==> config.mk <==
export PLATFORM = sky130hd
export DESIGN_NAME = dcache_req_arb
export DESIGN_NICKNAME = d
export VERILOG_FILES = /design/src/rtl/dcache_req_arb_pkg.sv /design/src/rtl/dcache_req_arb_rr_lock_arbiter.sv /design/src/rtl/dcache_req_arb.sv
export SDC_FILE = /design/constraint.sdc
export NUM_CORES = 1
export LEC_CHECK = 0
export CORE_AREA = 5 5 494 496
export DETAILED_ROUTE_END_ITERATION = 12
export DIE_AREA = 0 0 499 501
export GPL_ROUTABILITY_DRIVEN = 0
export GPL_TIMING_DRIVEN = 0
export MAX_ROUTING_LAYER = met4
export PLACE_DENSITY = 0.3
export SLEW_MARGIN = 20
export SYNTH_ARGS = -nofsm -noshare
export SYNTH_HDL_FRONTEND = slang
export SYNTH_SLANG_ARGS = --single-unit
==> constraint.sdc <==
create_clock -name clk -period 3.35 [get_ports clk]
set_clock_uncertainty 0.1 [all_clocks]
set_input_delay 0.335 -clock clk [delete_from_list [all_inputs] [get_ports clk]]
set_output_delay 0.335 -clock clk [all_outputs]
set_load 0.005 [all_outputs]
==> src/rtl/dcache_req_arb_pkg.sv <==
// Shared types and helpers for the D-cache request arbiter.
package dcache_req_arb_pkg;

    localparam int DC_NUM_REQS  = 2;
    localparam int DC_NUM_LANES = 4;
    localparam int DC_ADDRW     = 30;
    localparam int DC_DATAW     = 32;
    localparam int DC_TAG_IN_W  = 12;

    // Width of the requester index appended below the tag; never narrower than one bit.
    function automatic int calc_sel_w(input int n);
        return (n > 2) ? $clog2(n) : 1;
    endfunction

    localparam int DC_SEL_W     = calc_sel_w(DC_NUM_REQS);
    localparam int DC_TAG_OUT_W = DC_TAG_IN_W + DC_SEL_W;

    // One lane of a requester's request.
    typedef struct packed {
        logic                   rw;
        logic [DC_ADDRW-1:0]    addr;
        logic [3:0]             byteen;
        logic [DC_DATAW-1:0]    data;
        logic [DC_TAG_IN_W-1:0] tag;
    } req_lane_t;

    // One lane of a cache response.
    typedef struct packed {
        logic                valid;
        logic [DC_DATAW-1:0] data;
    } rsp_lane_t;

endpackage

==> src/rtl/dcache_req_arb_rr_lock_arbiter.sv <==
// Round-robin arbiter that locks onto a requester until all of its valid
// lanes have been accepted by the cache.
module dcache_req_arb_rr_lock_arbiter
    import dcache_req_arb_pkg::*;
#(
    parameter int NUM_REQS = DC_NUM_REQS,
    localparam int SEL_W   = calc_sel_w(NUM_REQS)
) (
    input  logic                clk,
    input  logic                reset,
    input  logic [NUM_REQS-1:0] active,
    input  logic                done,
    input  logic                partial,
    output logic [SEL_W-1:0]    grant_idx,
    output logic [NUM_REQS-1:0] grant_onehot
);

    logic [SEL_W-1:0] rr_ptr_q, rr_ptr_d;
    logic             locked_q, locked_d;
    logic [SEL_W-1:0] grant_q, grant_d;

    logic [SEL_W-1:0] rr_grant;
    logic             rr_found;
    logic             grant_valid;

    // State register.
    always_ff @(posedge clk) begin
        if (reset) begin
            rr_ptr_q <= '0;
            locked_q <= 1'b0;
            grant_q  <= '0;
        end else begin
            rr_ptr_q <= rr_ptr_d;
            locked_q <= locked_d;
            grant_q  <= grant_d;
        end
    end

    // Round-robin search: first active requester at or after rr_ptr.
    always_comb begin
        rr_grant = '0;
        rr_found = 1'b0;
        for (int k = 0; k < NUM_REQS; k++) begin
            int idx;
            idx = int'(rr_ptr_q) + k;
            if (idx >= NUM_REQS) idx = idx - NUM_REQS;
            if (!rr_found && active[idx]) begin
                rr_found = 1'b1;
                rr_grant = SEL_W'(idx);
            end
        end
    end

    // Output: a lock pins the grant, otherwise take the round-robin winner.
    always_comb begin
        if (locked_q) begin
            grant_idx   = grant_q;
            grant_valid = active[grant_q];
        end else begin
            grant_idx   = rr_grant;
            grant_valid = rr_found;
        end
        for (int i = 0; i < NUM_REQS; i++) begin
            grant_onehot[i] = grant_valid && (grant_idx == SEL_W'(i));
        end
    end

    // Next state: advance the pointer on completion, lock on a partial fire,
    // release a lock whose owner has withdrawn.
    always_comb begin
        int nxt;
        rr_ptr_d = rr_ptr_q;
        locked_d = locked_q;
        grant_d  = grant_q;
        nxt      = int'(grant_idx) + 1;
        if (nxt >= NUM_REQS) nxt = 0;
        if (grant_valid && done) begin
            locked_d = 1'b0;
            rr_ptr_d = SEL_W'(nxt);
        end else if (grant_valid && partial) begin
            locked_d = 1'b1;
            grant_d  = grant_idx;
        end else if (locked_q && !grant_valid) begin
            locked_d = 1'b0;
        end
    end

    // A locked requester must keep presenting its unsent lanes.
    assert property (@(posedge clk) disable iff (reset) locked_q |-> active[grant_q]);

endmodule

==> src/rtl/dcache_req_arb.sv <==
// Shares one per-lane D-cache port among several lane-parallel requesters.
// Requests pass through combinationally; responses go through a one-entry
// registered stage and are routed by the index carried in the tag LSBs.
module dcache_req_arb
    import dcache_req_arb_pkg::*;
#(
    parameter int NUM_REQS   = DC_NUM_REQS,
    parameter int NUM_LANES  = DC_NUM_LANES,
    parameter int ADDRW      = DC_ADDRW,
    parameter int DATAW      = DC_DATAW,
    parameter int TAG_IN_W   = DC_TAG_IN_W,
    localparam int SEL_W     = calc_sel_w(NUM_REQS),
    localparam int TAG_OUT_W = TAG_IN_W + SEL_W
) (
    input  logic                                clk,
    input  logic                                reset,
    input  logic [NUM_REQS*NUM_LANES-1:0]       req_valid_in,
    input  logic [NUM_REQS*NUM_LANES-1:0]       req_rw_in,
    input  logic [NUM_REQS*NUM_LANES*ADDRW-1:0] req_addr_in,
    input  logic [NUM_REQS*NUM_LANES*4-1:0]     req_byteen_in,
    input  logic [NUM_REQS*NUM_LANES*DATAW-1:0] req_data_in,
    input  logic [NUM_REQS*NUM_LANES*TAG_IN_W-1:0] req_tag_in,
    output logic [NUM_REQS*NUM_LANES-1:0]       req_ready_out,
    output logic [NUM_LANES-1:0]                dc_req_valid,
    output logic [NUM_LANES-1:0]                dc_req_rw,
    output logic [NUM_LANES*ADDRW-1:0]          dc_req_addr,
    output logic [NUM_LANES*4-1:0]              dc_req_byteen,
    output logic [NUM_LANES*DATAW-1:0]          dc_req_data,
    output logic [NUM_LANES*TAG_OUT_W-1:0]      dc_req_tag,
    input  logic [NUM_LANES-1:0]                dc_req_ready,
    input  logic                                dc_rsp_valid,
    input  logic [NUM_LANES-1:0]                dc_rsp_tmask,
    input  logic [NUM_LANES*DATAW-1:0]          dc_rsp_data,
    input  logic [TAG_OUT_W-1:0]                dc_rsp_tag,
    output logic                                dc_rsp_ready,
    output logic [NUM_REQS-1:0]                 rsp_valid_out,
    output logic [NUM_LANES-1:0]                rsp_tmask_out,
    output logic [NUM_LANES*DATAW-1:0]          rsp_data_out,
    output logic [TAG_IN_W-1:0]                 rsp_tag_out,
    input  logic [NUM_REQS-1:0]                 rsp_ready_in
);

    // Handshake: a lane transfers on a cycle where its valid and ready are
    // both high; valid never waits on ready, and ready may depend on valid.

    logic [NUM_REQS-1:0]  req_active;
    logic [SEL_W-1:0]     grant_idx;
    logic [NUM_REQS-1:0]  grant_onehot;
    logic [NUM_LANES-1:0] lane_fire;
    logic [NUM_LANES-1:0] lane_stall;
    logic                 req_done;
    logic                 req_partial;

    // Requester is active when any of its lanes is valid.
    always_comb begin
        for (int i = 0; i < NUM_REQS; i++) begin
            req_active[i] = |req_valid_in[i*NUM_LANES +: NUM_LANES];
        end
    end

    dcache_req_arb_rr_lock_arbiter #(
        .NUM_REQS (NUM_REQS)
    ) u_arbiter (
        .clk          (clk),
        .reset        (reset),
        .active       (req_active),
        .done         (req_done),
        .partial      (req_partial),
        .grant_idx    (grant_idx),
        .grant_onehot (grant_onehot)
    );

    // Grant mux: forward the granted requester's lanes and route ready back to it only.
    always_comb begin
        dc_req_valid  = '0;
        dc_req_rw     = '0;
        dc_req_addr   = '0;
        dc_req_byteen = '0;
        dc_req_data   = '0;
        dc_req_tag    = '0;
        req_ready_out = '0;
        for (int i = 0; i < NUM_REQS; i++) begin
            for (int l = 0; l < NUM_LANES; l++) begin
                req_ready_out[i*NUM_LANES+l] = grant_onehot[i] & dc_req_ready[l];
                if (grant_onehot[i]) begin
                    dc_req_valid[l]                      = req_valid_in[i*NUM_LANES+l];
                    dc_req_rw[l]                         = req_rw_in[i*NUM_LANES+l];
                    dc_req_addr[l*ADDRW +: ADDRW]        = req_addr_in[(i*NUM_LANES+l)*ADDRW +: ADDRW];
                    dc_req_byteen[l*4 +: 4]              = req_byteen_in[(i*NUM_LANES+l)*4 +: 4];
                    dc_req_data[l*DATAW +: DATAW]        = req_data_in[(i*NUM_LANES+l)*DATAW +: DATAW];
                    dc_req_tag[l*TAG_OUT_W +: TAG_OUT_W] =
                        {req_tag_in[(i*NUM_LANES+l)*TAG_IN_W +: TAG_IN_W], grant_idx};
                end
            end
        end
    end

    // Completion when every valid lane fires together; partial when some but not all fire.
    always_comb begin
        lane_fire   = dc_req_valid & dc_req_ready;
        lane_stall  = dc_req_valid & ~dc_req_ready;
        req_done    = (|dc_req_valid) & ~(|lane_stall);
        req_partial = (|lane_fire) & (|lane_stall);
    end

    // ---------------- response stage ----------------

    logic                     r_valid_q, r_valid_d;
    logic [SEL_W-1:0]         r_sel_q, r_sel_d;
    logic [NUM_LANES-1:0]     r_tmask_q, r_tmask_d;
    logic [NUM_LANES*DATAW-1:0] r_data_q, r_data_d;
    logic [TAG_IN_W-1:0]      r_tag_q, r_tag_d;

    logic                     sel_ready;
    logic [SEL_W-1:0]         rsp_sel_in;
    logic                     rsp_sel_ok;
    logic                     rsp_push;
    logic                     rsp_pop;

    // Response entry register.
    always_ff @(posedge clk) begin
        if (reset) begin
            r_valid_q <= 1'b0;
            r_sel_q   <= '0;
            r_tmask_q <= '0;
            r_data_q  <= '0;
            r_tag_q   <= '0;
        end else begin
            r_valid_q <= r_valid_d;
            r_sel_q   <= r_sel_d;
            r_tmask_q <= r_tmask_d;
            r_data_q  <= r_data_d;
            r_tag_q   <= r_tag_d;
        end
    end

    // Pop/push control: the entry accepts a new response in the same cycle it drains.
    always_comb begin
        sel_ready = 1'b0;
        for (int i = 0; i < NUM_REQS; i++) begin
            if (r_sel_q == SEL_W'(i)) sel_ready = rsp_ready_in[i];
        end
        rsp_sel_in   = dc_rsp_tag[SEL_W-1:0];
        rsp_sel_ok   = int'(rsp_sel_in) < NUM_REQS;
        rsp_pop      = r_valid_q & sel_ready;
        dc_rsp_ready = ~r_valid_q | sel_ready;
        rsp_push     = dc_rsp_valid & dc_rsp_ready & rsp_sel_ok;

        r_valid_d = rsp_push | (r_valid_q & ~rsp_pop);
        r_sel_d   = r_sel_q;
        r_tmask_d = r_tmask_q;
        r_data_d  = r_data_q;
        r_tag_d   = r_tag_q;
        if (rsp_push) begin
            r_sel_d   = rsp_sel_in;
            r_tmask_d = dc_rsp_tmask;
            r_data_d  = dc_rsp_data;
            r_tag_d   = dc_rsp_tag[TAG_OUT_W-1:SEL_W];
        end
    end

    // Registered response outputs, valid raised only toward the owning requester.
    always_comb begin
        for (int i = 0; i < NUM_REQS; i++) begin
            rsp_valid_out[i] = r_valid_q && (r_sel_q == SEL_W'(i));
        end
        rsp_tmask_out = r_tmask_q;
        rsp_data_out  = r_data_q;
        rsp_tag_out   = r_tag_q;
    end

    // Responses carrying an out-of-range requester index are discarded.
    assert property (@(posedge clk) disable iff (reset) (dc_rsp_valid && dc_rsp_ready) |-> rsp_sel_ok);

endmodule

# After elaboration in Yosys (flattened, before gate mapping)
# Index checks and enable logic that the tools add are counted.
# word_totals
ff_bits	149
input_bits	794
output_inout_bits	479
word_cells	128
# classes
n_addsub	4
order_cmp	6
n_mux	68
bitwise_logic	24
n_reduce_logical	18
# ops
cell	n
two-way mux 32 bit	10
two-way mux 30 bit	8
two-way mux 13 bit	8
< comparator 32 x 3 -> 1 bit, second input constant	2
two-way mux 1 bit	34
greater-or-equal comparator 32 x 3 -> 1 bit, second input constant	1
two-way mux 4 bit	8
subtractor 32 x 3 -> 32 bit, second input constant	1
OR reduction 4 bit	5
bitwise AND 1 bit	13
bitwise AND 4 bit	2
logical AND 1 bit	8
inverter 1 bit	6
adder 1 x 1 -> 2 bit, second input constant	2
inverter 4 bit	1
subtractor 1 x 2 -> 3 bit, second input constant	1
greater-or-equal comparator 1 x 2 -> 1 bit, second input constant	1
greater-or-equal comparator 2 bit, second input constant	1
zero test 1 bit	2
< comparator 1 x 2 -> 1 bit, second input constant	1
OR 1 bit	2
AND reduction 2 bit	1
nonzero test 2 bit	1
OR reduction 2 bit	1

# Logic depth before layout (Yosys ltp)
# Gate-level depths: netlist of run 1.
# depth
word_depth	21
mapped_depth	8

# Hierarchy
# From an unflattened synthesis of run 1, not the netlist that was laid out.
# unflattened
cells_unflattened	1098
hier_area_um2	10139.7
# by_module_without_submodules
mod	instances	cells_each	area_per_inst_um2	seq_area_each_um2
dcache_req_arb	1	1076	9939.5	2922.8
dcache_req_arb_rr_lock_arbiter	1	22	200.2	60.1

# Worst setup path before layout of run 1
# Ideal clock, no wire load.
# synth_timing
kind	input -> output
start	input port req_valid_in[5]
end	output port dc_req_addr[60]
arrival_ns	2.017
setup_slack_ns	0.898
path_stages	5
n_path_buf	2
path_cell_list	or4_4 > a221oi_2 > clkbuf_1 > buf_1 > a22o_1
# synth_via
elab_chain_len	13
word_cells_on_any_way	22
# synth_rtl
element	line_no	rtl
start, declared	dcache_req_arb.sv:17	input logic [NUM_REQS*NUM_LANES-1:0] req_valid_in,
OR reduction 4 bit (*)	dcache_req_arb.sv:57	req_active[i] = |req_valid_in[i*NUM_LANES +: NUM_LANES];
two-way mux 1 bit (implied by the code) (3 in series)	dcache_req_arb_rr_lock_arbiter.sv:47	if (!rr_found && active[idx]) begin
two-way mux 1 bit	dcache_req_arb_rr_lock_arbiter.sv:47	
zero test 1 bit	dcache_req_arb_rr_lock_arbiter.sv:47	
logical AND 1 bit	dcache_req_arb_rr_lock_arbiter.sv:47	
two-way mux 1 bit	dcache_req_arb_rr_lock_arbiter.sv:47	
two-way mux 1 bit	dcache_req_arb_rr_lock_arbiter.sv:56	if (locked_q) begin
inverter 1 bit	dcache_req_arb_rr_lock_arbiter.sv:64	grant_onehot[i] = grant_valid && (grant_idx == SEL_W'(i));
logical AND 1 bit	dcache_req_arb_rr_lock_arbiter.sv:64	
two-way mux 30 bit	dcache_req_arb.sv:85	if (grant_onehot[i]) begin
two-way mux 30 bit (*)	dcache_req_arb.sv:85	
end, declared	dcache_req_arb.sv:26	output logic [NUM_LANES*ADDRW-1:0] dc_req_addr,
# Every way passes the cells marked *; elsewhere a longest branch is shown, timed or not. The select of a mux whose other input is x is not followed.

# Worst setup path after layout of run 1
# layout_timing
start	register u_arbiter.locked_q
end	output port dc_req_data[92]
# layout_via
elab_chain_len	5
word_cells_on_any_way	7
# layout_rtl
element	line_no	rtl
start, declared	dcache_req_arb_rr_lock_arbiter.sv:19	logic locked_q, locked_d;
start signal, assigned	dcache_req_arb_rr_lock_arbiter.sv:34	locked_q <= locked_d;
two-way mux 1 bit	dcache_req_arb_rr_lock_arbiter.sv:56	
inverter 1 bit	dcache_req_arb_rr_lock_arbiter.sv:64	
logical AND 1 bit	dcache_req_arb_rr_lock_arbiter.sv:64	
two-way mux 32 bit	dcache_req_arb.sv:85	
two-way mux 32 bit (*)	dcache_req_arb.sv:85	
end, declared	dcache_req_arb.sv:28	output logic [NUM_LANES*DATAW-1:0] dc_req_data,
# Every way passes the cells marked *; elsewhere a longest branch is shown, timed or not.

==> results of run 1 <==
-- sequential cells by signal, summed over array words and instances, names as in the netlist --
name and cells:
r_sel_q 1, r_valid_q 1, rsp_data_out 128, rsp_tag_out 12
rsp_tmask_out 4, u_arbiter.grant_q 1, u_arbiter.locked_q 1, u_arbiter.rr_ptr_q 1
-- per-stage QoR --
step	instance area [um^2]	setup WS (ns)	hold slack (ns)	instances
3_3_place_gp	25300	-3.99	0.347	5555
5_1_grt	28100	-0.00527	0.288	5680
3_5_place_dp	25500	-2.10	0.347	5561
4_1_cts	27800	-0.170	0.258	5629
6_report	28200	0.0691	0.288	5693
2_1_floorplan	8610	0.898	0.352	1099
-- layout make-up --
cell class | count | area [um^2]
inverters | 1 | 3.75
well taps | 3185 | 3990
plain buffers | 122 | 1440
clock inverters | 4 | 72.6
multi-input cells | 825 | 5550
diodes | 49 | 123
clock buffers | 29 | 671
flip-flops and latches | 149 | 2980
fillers | 27700 | 211000
repair buffers | 1329 | 13300
-- synth_stat cells (all sizes together) --
master,n,area share [%]
a22o,317,32
nand2,296,13
a21oi,151,8.8
dfxtp,149,35
clkbuf,86,3.8
buf,38,2.1
and2,10,0.73
nor2,6,0.26
mux2i,5,0.58
a21boi,4,0.48
o211ai,4,0.35
o21ai,4,0.28
o31a,4,0.41
nor2b,3,0.22
nor3,3,0.23
o21a,3,0.26
mux2,2,0.31
nor4,2,0.22
or4,2,0.26
a211o,1,0.10
a211oi,1,0.087
a221oi,1,0.17
a31oi,1,0.073
and2b,1,0.10
inv,1,0.044
nand3b,1,0.087
o2111ai,1,0.10
o211a,1,0.12
o22ai,1,0.073
-- layer usage --
metal	share of wire [%]	global-route usage (%)
met4	3.0	3.55
met2	50	24.4
met3	8.6	4.61
met1	38	14.8
met5	0	-
-- timing repair --
item,CTS,global route
gates cloned,5,1
buffers inserted,32,14
gates resized for setup,664,60
setup endpoints to repair,335,140
pin swaps,10,6
-- logic make-up (layout without fill, tap and decap cells) --
group           after synthesis  in the layout
compound gates              494            494
buf+inv                     125           1485
flops                       149            149
mux                           7              7
other cells                   0             49
simple gates                324            324
-- cells in the final DEF, fill, tap and decap left out, drive strengths merged, types with 2 or more instances in the layout --
cell type,n
clkdlybuf4s50,1011
a22o,317
nand2,296
dlygate4sd2,172
a21oi,151
dfxtp,149
clkbuf,113
buf,112
diode,49
dlymetal6s2s,42
clkdlybuf4s15,29
and2,10
nor2,6
mux2i,5
o31a,4
o211ai,4
o21ai,4
a21boi,4
nor2b,3
o21a,3
nor3,3
or4,2
bufinv,2
nor4,2
mux2,2
-- critical path, cell delays in order, from the launching register on --
cell and delay, ns:
dfxtp_1 0.30, buf_6 0.13, buf_8 0.13, nor3_2 0.24
nor3_4 0.09, clkbuf_16 0.20, buf_12 0.17, clkbuf_16 0.15
buf_12 0.13, buf_4 0.15, a22o_4 0.30, dlygate4sd2_1 0.29
-- worst paths after layout --
path / from / end / depth (start not counted)
setup reg to reg: r_sel_q / rsp_data_out[99] / 7
hold reg to reg: rsp_data_out[59] / rsp_data_out[59] / 2
setup / recovery: u_arbiter.locked_q / dc_req_data[92] / 11
hold / removal: reset / u_arbiter.grant_q / 3
-- where the power goes --
group / total, mW / switching (mW) / internal (mW)
Clock: 2.41 / 0.857 / 1.55
Combinational: 13.6 / 6.83 / 6.74
Sequential: 1.98 / 0.0917 / 1.89
==> summary.md, run 1 <==
| Metric | Value |
|---|---|
| Slew Viols, Final | `0` |
| Cts bufs inserted | `25` |
| Sequential cell area fraction in the yosys report | `34.7%` |
| Starting density of the core | `3.60%` |
| Vias in the first global route | `16300` |
| Area growth syn-to-layout | `227%` |
| Antenna-violating nets left | `0` |
| Cell area after synthesis | `8610 um^2` |
| Adder-cell share of the synthesized area | `0%` |
| Share of cells above drive strength 1 | `11.3%` |
| Average wire length per cell after detail routing | `31.0 um` |
| Ratio of total power to cell area | `637 nW/um^2` |
| Area of the core | `239000 um^2` |
| First-pass GRT wire length | `211 mm` |
| Register-to-register setup slack | `0.41 ns` |
| Die height | `501 um` |
| Final period util | `97.9%` |
| Top achievable clock speed | `0.305 GHz` |
| Row cnt | `180` |
| Clock tree from TritonCTS | `built` |
| H-tree levels | `4` |
| Largest voltage drop on the vdd net | `0.270 mV` |
| Final Total Pwr | `18.0 mW` |
| Compound-gate portion of the synthesized area | `43.5%` |
| Max-cap check violation count | `0` |
| Antenna violations before repair | `153` |
| Finish-stage setup viols | `0` |
| Worst slew pin tran | `0.756 ns` |
| Port Buffer Count | `1271` |
| Status | `finished, final reports clean` |
| Largest family of logic cells by synthesized area | `compound AO/OA/AOI/OAI gates` |
| DP HPWL | `162 mm` |
| Final cell utilization of the core | `11.8%` |
| Violation count after the first detailed-routing iteration | `813` |
| Xor and xnor fraction of the mapped netlist area | `0%` |
| GRT Overall Usage | `13.8%` |
| Synthesized instance count | `1099` |
| Final Hold Violating Endpoints | `0` |
| Total number of clock tree sinks | `149` |
| Clock insertion delay at the later pin of the skew report | `0.48 ns` |
| Worst Hold Class | `input pin to flop` |
| Drt drc | `0` |
| Mapped Nets | `1893` |
| Worst max-slew margin expressed relative to the limit | `49.6%` |
| Clock Path Buffers | `3` |
| Worst Path Class, Setup | `flop to output port` |
| Number of register bits inferred by synthesis | `149` |
| CP endpoint kind | `output port` |
| Distinct cells, synth | `37` |
| Number of optimization iterations in the first detailed-route pass | `5` |
| Worst Setup Start Kind | `flop` |
| Clock input transition at the sequential cells of the worst setup and hold paths | `0.05 ns` |
| Boundary pin count | `1273` |
| Minimum period implied by the final worst setup slack | `3.28 ns` |
| Number of warnings issued by yosys | `0` |
| GRT Residual Overflow | `0` |
| Data arrival time of the worst path | `2.85 ns` |
| Root cell of the clock tree | `clkbuf_16` |
| Maximum fanout along the worst path | `8` |
| Share of synthesized area spent on multiplexers | `0.887%` |
| Maximum number of pins on one net before global-route repair | `16` |
| Die extent in x | `499 um` |
| Simple-gate share of the synthesized area | `15.0%` |
| Net count of the finished layout | `3247` |
| Total Die Area | `250000 um^2` |
| Setup Total Neg Slack | `0 ns` |
| Worst Path Required | `2.91 ns` |
| Static leakage | `10.7 nW` |
| Hold-fix buffers at CTS | `0` |
| DRT Wirelength | `177 mm` |
| Average size of a mapped cell | `7.83 um^2` |
| Via count of the routed design | `15600` |
| Via density | `2.75` |
No activity file was read; power rests on OpenSTA's default activity.
==> run 2: changes to the inputs <==
==> constraint.sdc (replaced) <==
create_clock -name clk -period 3.35 [get_ports clk]
set_clock_uncertainty 0.1 [all_clocks]
set_input_delay 0.5025 -clock clk [delete_from_list [all_inputs] [get_ports clk]]
set_output_delay 0.5025 -clock clk [all_outputs]
set_load 0.005 [all_outputs]
==> summary.md, run 2 (same netlist as run 1, synthesis figures left out) <==
| Metric | Value |
|---|---|
| Status | `finished, final reports clean` |
| Root cell of the clock tree | `clkbuf_16` |
| Vias in the first global route | `16600` |
| Net count of the finished layout | `3322` |
| Clock input transition at the sequential cells of the worst setup and hold paths | `0.05 ns` |
| Worst slew pin tran | `0.768 ns` |
| DRT Wirelength | `179 mm` |
| Share of cells above drive strength 1 | `18.7%` |
| CP endpoint kind | `output port` |
| Slew Viols, Final | `0` |
| GRT Residual Overflow | `0` |
| Average wire length per cell after detail routing | `31.0 um` |
| Via count of the routed design | `16000` |
| Ratio of total power to cell area | `658 nW/um^2` |
| Die extent in x | `499 um` |
| Worst max-slew margin expressed relative to the limit | `48.8%` |
| Total number of clock tree sinks | `149` |
| Crit path largest cell delay | `0.55 ns` |
| Antenna violations before repair | `146` |
| Number of cells in the design after placement | `5561` |
| Port Buffer Count | `1271` |
| Die height | `501 um` |
| Final Hold Violating Endpoints | `0` |
| Top achievable clock speed | `0.300 GHz` |
| Finish-stage setup viols | `0` |
| Minimum period implied by the final worst setup slack | `3.33 ns` |
| Data arrival time of the worst path | `2.73 ns` |
| Drt drc | `0` |
| Max-cap check violation count | `0` |
| Number of flip-flops in the largest register | `128` |
| GRT Overall Usage | `14.0%` |
| H-tree levels | `4` |
| Number of optimization iterations in the first detailed-route pass | `7` |
| Clock tree from TritonCTS | `built` |
| Most common cell after layout, fill and taps aside | `clkdlybuf4s50_1` |
| Worst Path Required | `2.75 ns` |
| First-pass GRT wire length | `215 mm` |
| Maximum fanout along the worst path | `6` |
| DP HPWL | `162 mm` |
| Clock insertion delay at the later pin of the skew report | `0.48 ns` |
| Worst Setup Start Kind | `input pin` |
| Maximum number of pins on one net before global-route repair | `16` |
| Largest voltage drop on the vdd net | `0.316 mV` |
| Final period util | `99.4%` |
| Worst Hold Class | `flop to flop` |
| Boundary pin count | `1273` |
| Setup repair after global routing missed its margin | `yes` |
| Row cnt | `180` |
| Static leakage | `11.2 nW` |
| Cells along the critical path | `buf_8 -> or4_4 -> a221oi_4 -> buf_4 -> buf_8 -> buf_12 -> buf_16 -> clkbuf_16 -> buf_4 -> a22o_1 -> dlygate4sd2_1` |
| Clock Path Buffers | `3` |
| Area of the core | `239000 um^2` |
| Total Die Area | `250000 um^2` |
| Crit path max-delay cell type | `or4_4` |
| Starting density of the core | `3.60%` |
| Non-filler instance count after layout | `5767` |
| Violation count after the first detailed-routing iteration | `1075` |
| Setup Total Neg Slack | `0 ns` |
| Antenna-violating nets left | `0` |
| Top library cells by usage in the layout, fill and taps aside | `clkdlybuf4s50_1, nand2_1, a22o_1` |
| Hold-fix buffers at CTS | `0` |
| Cts bufs inserted | `25` |
| Via density | `2.78` |
| Count of fill cells added during filler insertion | `27700` |
| Area growth syn-to-layout | `236%` |
| Worst Path Class, Setup | `input pin to output port` |
run 2: cell types whose count changed in the layout (fill, tap and decap cells not counted), sizes merged:
cell	change
bufbuf	+2
diode	-1
clkdlybuf4s15	+4
clkdlybuf4s50	-74
clkbuf	+54
dlygate4sd2	-36
buf	+141
dlymetal6s2s	-15
clkdlybuf4s18	-1
run 2: final timing paths:
path                     from  cells past startpoint                to  slack, ns
min reg2reg  rsp_data_out[35]                      2  rsp_data_out[35]       0.35
max           req_valid_in[6]                     11    dc_req_addr[5]       0.02
max reg2reg           r_sel_q                      7  rsp_data_out[99]       0.43
min          rsp_data_out[35]                      2  rsp_data_out[35]       0.35
run 2: routing by layer:
metal,routed length (um),track usage (%)
met1,68600,15.3
met2,90300,24.9
met4,5430,3.52
met5,0,-
met3,14600,4.23
run 2: layout make-up:
type / instances / area, um^2 / area share [%]
well taps: 3185 / 3990 / 13.8
multi-input cells: 825 / 5700 / 19.7
clock buffers: 29 / 671 / 2.32
repair buffers: 1410 / 13800 / 47.8
diodes: 48 / 120 / 0.416
clock inverters: 4 / 72.6 / 0.251
inverters: 1 / 3.75 / 0.0130
flip-flops and latches: 149 / 2990 / 10.3
plain buffers: 116 / 1540 / 5.31
run 2: stage by stage:
step                      util [%]  hold slack [ns]  setup slack, ns  instance area, um^2  total power [mW]
final                         12.1            0.354           0.0204                28900              19.0
after CTS                     12.0            0.355           -0.236                28600              19.4
after global routing          12.1            0.371          -0.0388                28900              20.0
after detailed placement      10.7            0.347            -2.44                25500              14.0
after floorplan                  -            0.353            0.563                 8610              5.29
after global placement        10.6            0.347            -4.32                25300              13.9
run 2: power breakdown:
part,internal [mW],total (mW),switching (mW)
clock,1.55,2.41,0.859
sequential,1.90,2.00,0.101
combinational,7.47,14.6,7.14
run 2: critical path, delay by kind of cell:
kind / cells / cell delay [ns]
and+or+nand+nor: 1 / 0.55
AOI/OAI and AO/OA: 2 / 0.45
buffers and inverters: 8 / 1.20
run 2: repair_timing:
action | in CTS | in global routing
pin swaps | 20 | 17
resized for setup | 1056 | 199
cloned | 14 | 1
setup buffers | 86 | 39
setup endpoints to repair | 353 | 232
==> run 3: changes to the inputs <==
Settings changed: CORE_AREA 5 5 494 496 to 5 5 487 489, DIE_AREA 0 0 499 501 to 0 0 492 494, HOLD_SLACK_MARGIN from default to 0.1.
Clock period 3.35 ns to 3.01 ns, I/O delays scaled along.
==> summary.md, run 3 (same netlist as run 1, synthesis figures left out) <==
| Metric | Value |
|---|---|
| Status | `finished, violations left` |
| Failing checks | `negative setup slack` |
| GRT Overall Usage | `14.4%` |
| Slew Viols, Final | `0` |
| Final worst setup slack | `-0.136 ns` |
| Area of the core | `232000 um^2` |
| Drt drc | `0` |
| Cts bufs inserted | `17` |
| Boundary pin count | `1273` |
| Worst Hold Class | `flop to flop` |
| Worst max-slew margin expressed relative to the limit | `38.1%` |
| Largest voltage drop on the vdd net | `0.423 mV` |
| Net count of the finished layout | `3392` |
| Maximum number of pins on one net before global-route repair | `17` |
| Non-filler instance count after layout | `5701` |
| Average wire length per cell after detail routing | `31.6 um` |
| Violation count after the first detailed-routing iteration | `1070` |
| Number of optimization iterations in the first detailed-route pass | `5` |
| Root cell of the clock tree | `clkbuf_16` |
| CP endpoint kind | `output port` |
| Number of cells in the design after placement | `5416` |
| Clock Path Buffers | `2` |
| H-tree levels | `4` |
| Row cnt | `177` |
| Starting density of the core | `3.71%` |
| Via count of the routed design | `16400` |
| Area growth syn-to-layout | `250%` |
| Die extent in x | `492 um` |
| Number of flip-flops in the largest register | `128` |
| Static leakage | `11.8 nW` |
| Via density | `2.88` |
| Finish-stage setup viols | `175` |
| GRT Residual Overflow | `0` |
| Port Buffer Count | `1271` |
| Clock tree from TritonCTS | `built` |
| Ratio of total power to cell area | `781 nW/um^2` |
| Post-place setup slack | `-2.44 ns` |
| Antenna violations before repair | `144` |
| Max-cap check violation count | `0` |
| Data arrival time of the worst path | `2.59 ns` |
| Most common cell after layout, fill and taps aside | `clkdlybuf4s50_1` |
| Share of cells above drive strength 1 | `28.7%` |
| Die height | `494 um` |
| Clock input transition at the sequential cells of the worst setup and hold paths | `0.07 ns` |
| Final period util | `105%` |
| Final Hold Violating Endpoints | `0` |
| Hold-fix buffers at CTS | `0` |
| Worst slew pin tran | `0.928 ns` |
| Total number of clock tree sinks | `149` |
| Top library cells by usage in the layout, fill and taps aside | `clkdlybuf4s50_1, nand2_1, a22o_1` |
| Worst Path Required | `2.46 ns` |
| Maximum fanout along the worst path | `5` |
| Clock insertion delay at the later pin of the skew report | `0.47 ns` |
| Setup repair after global routing missed its margin | `yes` |
| DRT Wirelength | `180 mm` |
| Total Die Area | `243000 um^2` |
| Antenna-violating nets left | `0` |
| Minimum period implied by the final worst setup slack | `3.15 ns` |
| Worst Setup Start Kind | `input pin` |
| Top achievable clock speed | `0.318 GHz` |
| Vias in the first global route | `16800` |
| DP HPWL | `160 mm` |
| Worst Path Class, Setup | `input pin to output port` |
| First-pass GRT wire length | `214 mm` |
## run 3: power by group
group,switching [mW],internal (mW),leakage [nW]
clock network,1.01,1.32,0.296
logic,8.62,10.3,10.3
registers,0.104,2.11,1.23
total,9.73,13.8,11.8
## run 3: through the flow
step / instance area [um^2] / hold WS [ns] / power (mW) / util, % / setup TNS [ns]
2_1_floorplan: 8610 / 0.353 / 5.88 / - / 0
3_3_place_gp: 25100 / 0.345 / 15.2 / 10.8 / -1096.97
3_5_place_dp: 25200 / 0.348 / 15.2 / 10.9 / -676.70
4_1_cts: 29400 / 0.358 / 23.0 / 12.7 / -28.93
5_1_grt: 30100 / 0.375 / 24.6 / 13.0 / -22.82
6_report: 30100 / 0.355 / 23.5 / 13.0 / -9.36
## run 3: area by class of cell
type	count	area [um^2]
inverter	1	3.75
fill	26600	202000
antenna	47	118
clock inverter	12	168
buffer	115	1580
multi-input combinational	825	6010
tap	3043	3810
timing repair buffer	1489	15000
sequential	149	2990
clock buffer	20	437
## run 3: repair_timing
item | 4_1_cts | 5_1_grt
endpoints found under the hold margin | 0 | 0
pin swaps | 127 | 51
endpoints found under the setup margin | 383 | 327
resized for setup | 1897 | 211
gates cloned | 26 | 9
buffers inserted | 154 | 39
## run 3: per-layer routing
metal  track usage, %  wire length, um
met1             15.8            70800
met2             24.8            88100
met3             5.85            17500
met4             2.44             3820
met5                -                0
## run 3: worst paths after layout
path | from | endpoint | slack, ns | cells past startpoint
worst max-delay path | req_valid_in[4] | dc_req_byteen[9] | -0.14 | 11
worst min-delay path | rsp_data_out[127] | rsp_data_out[127] | 0.35 | 2
worst max register to register | r_sel_q | rsp_data_out[109] | 0.32 | 7
worst min register to register | rsp_data_out[127] | rsp_data_out[127] | 0.35 | 2
## run 3: worst max-delay path: stages
cell,delay (ns)
buf_8,0.10
or4_4,0.55
a221oi_4,0.30
buf_6,0.17
buf_12,0.11
clkbuf_16,0.16
clkbuf_16,0.16
buf_12,0.10
buf_16,0.12
a22o_1,0.18
buf_2,0.13
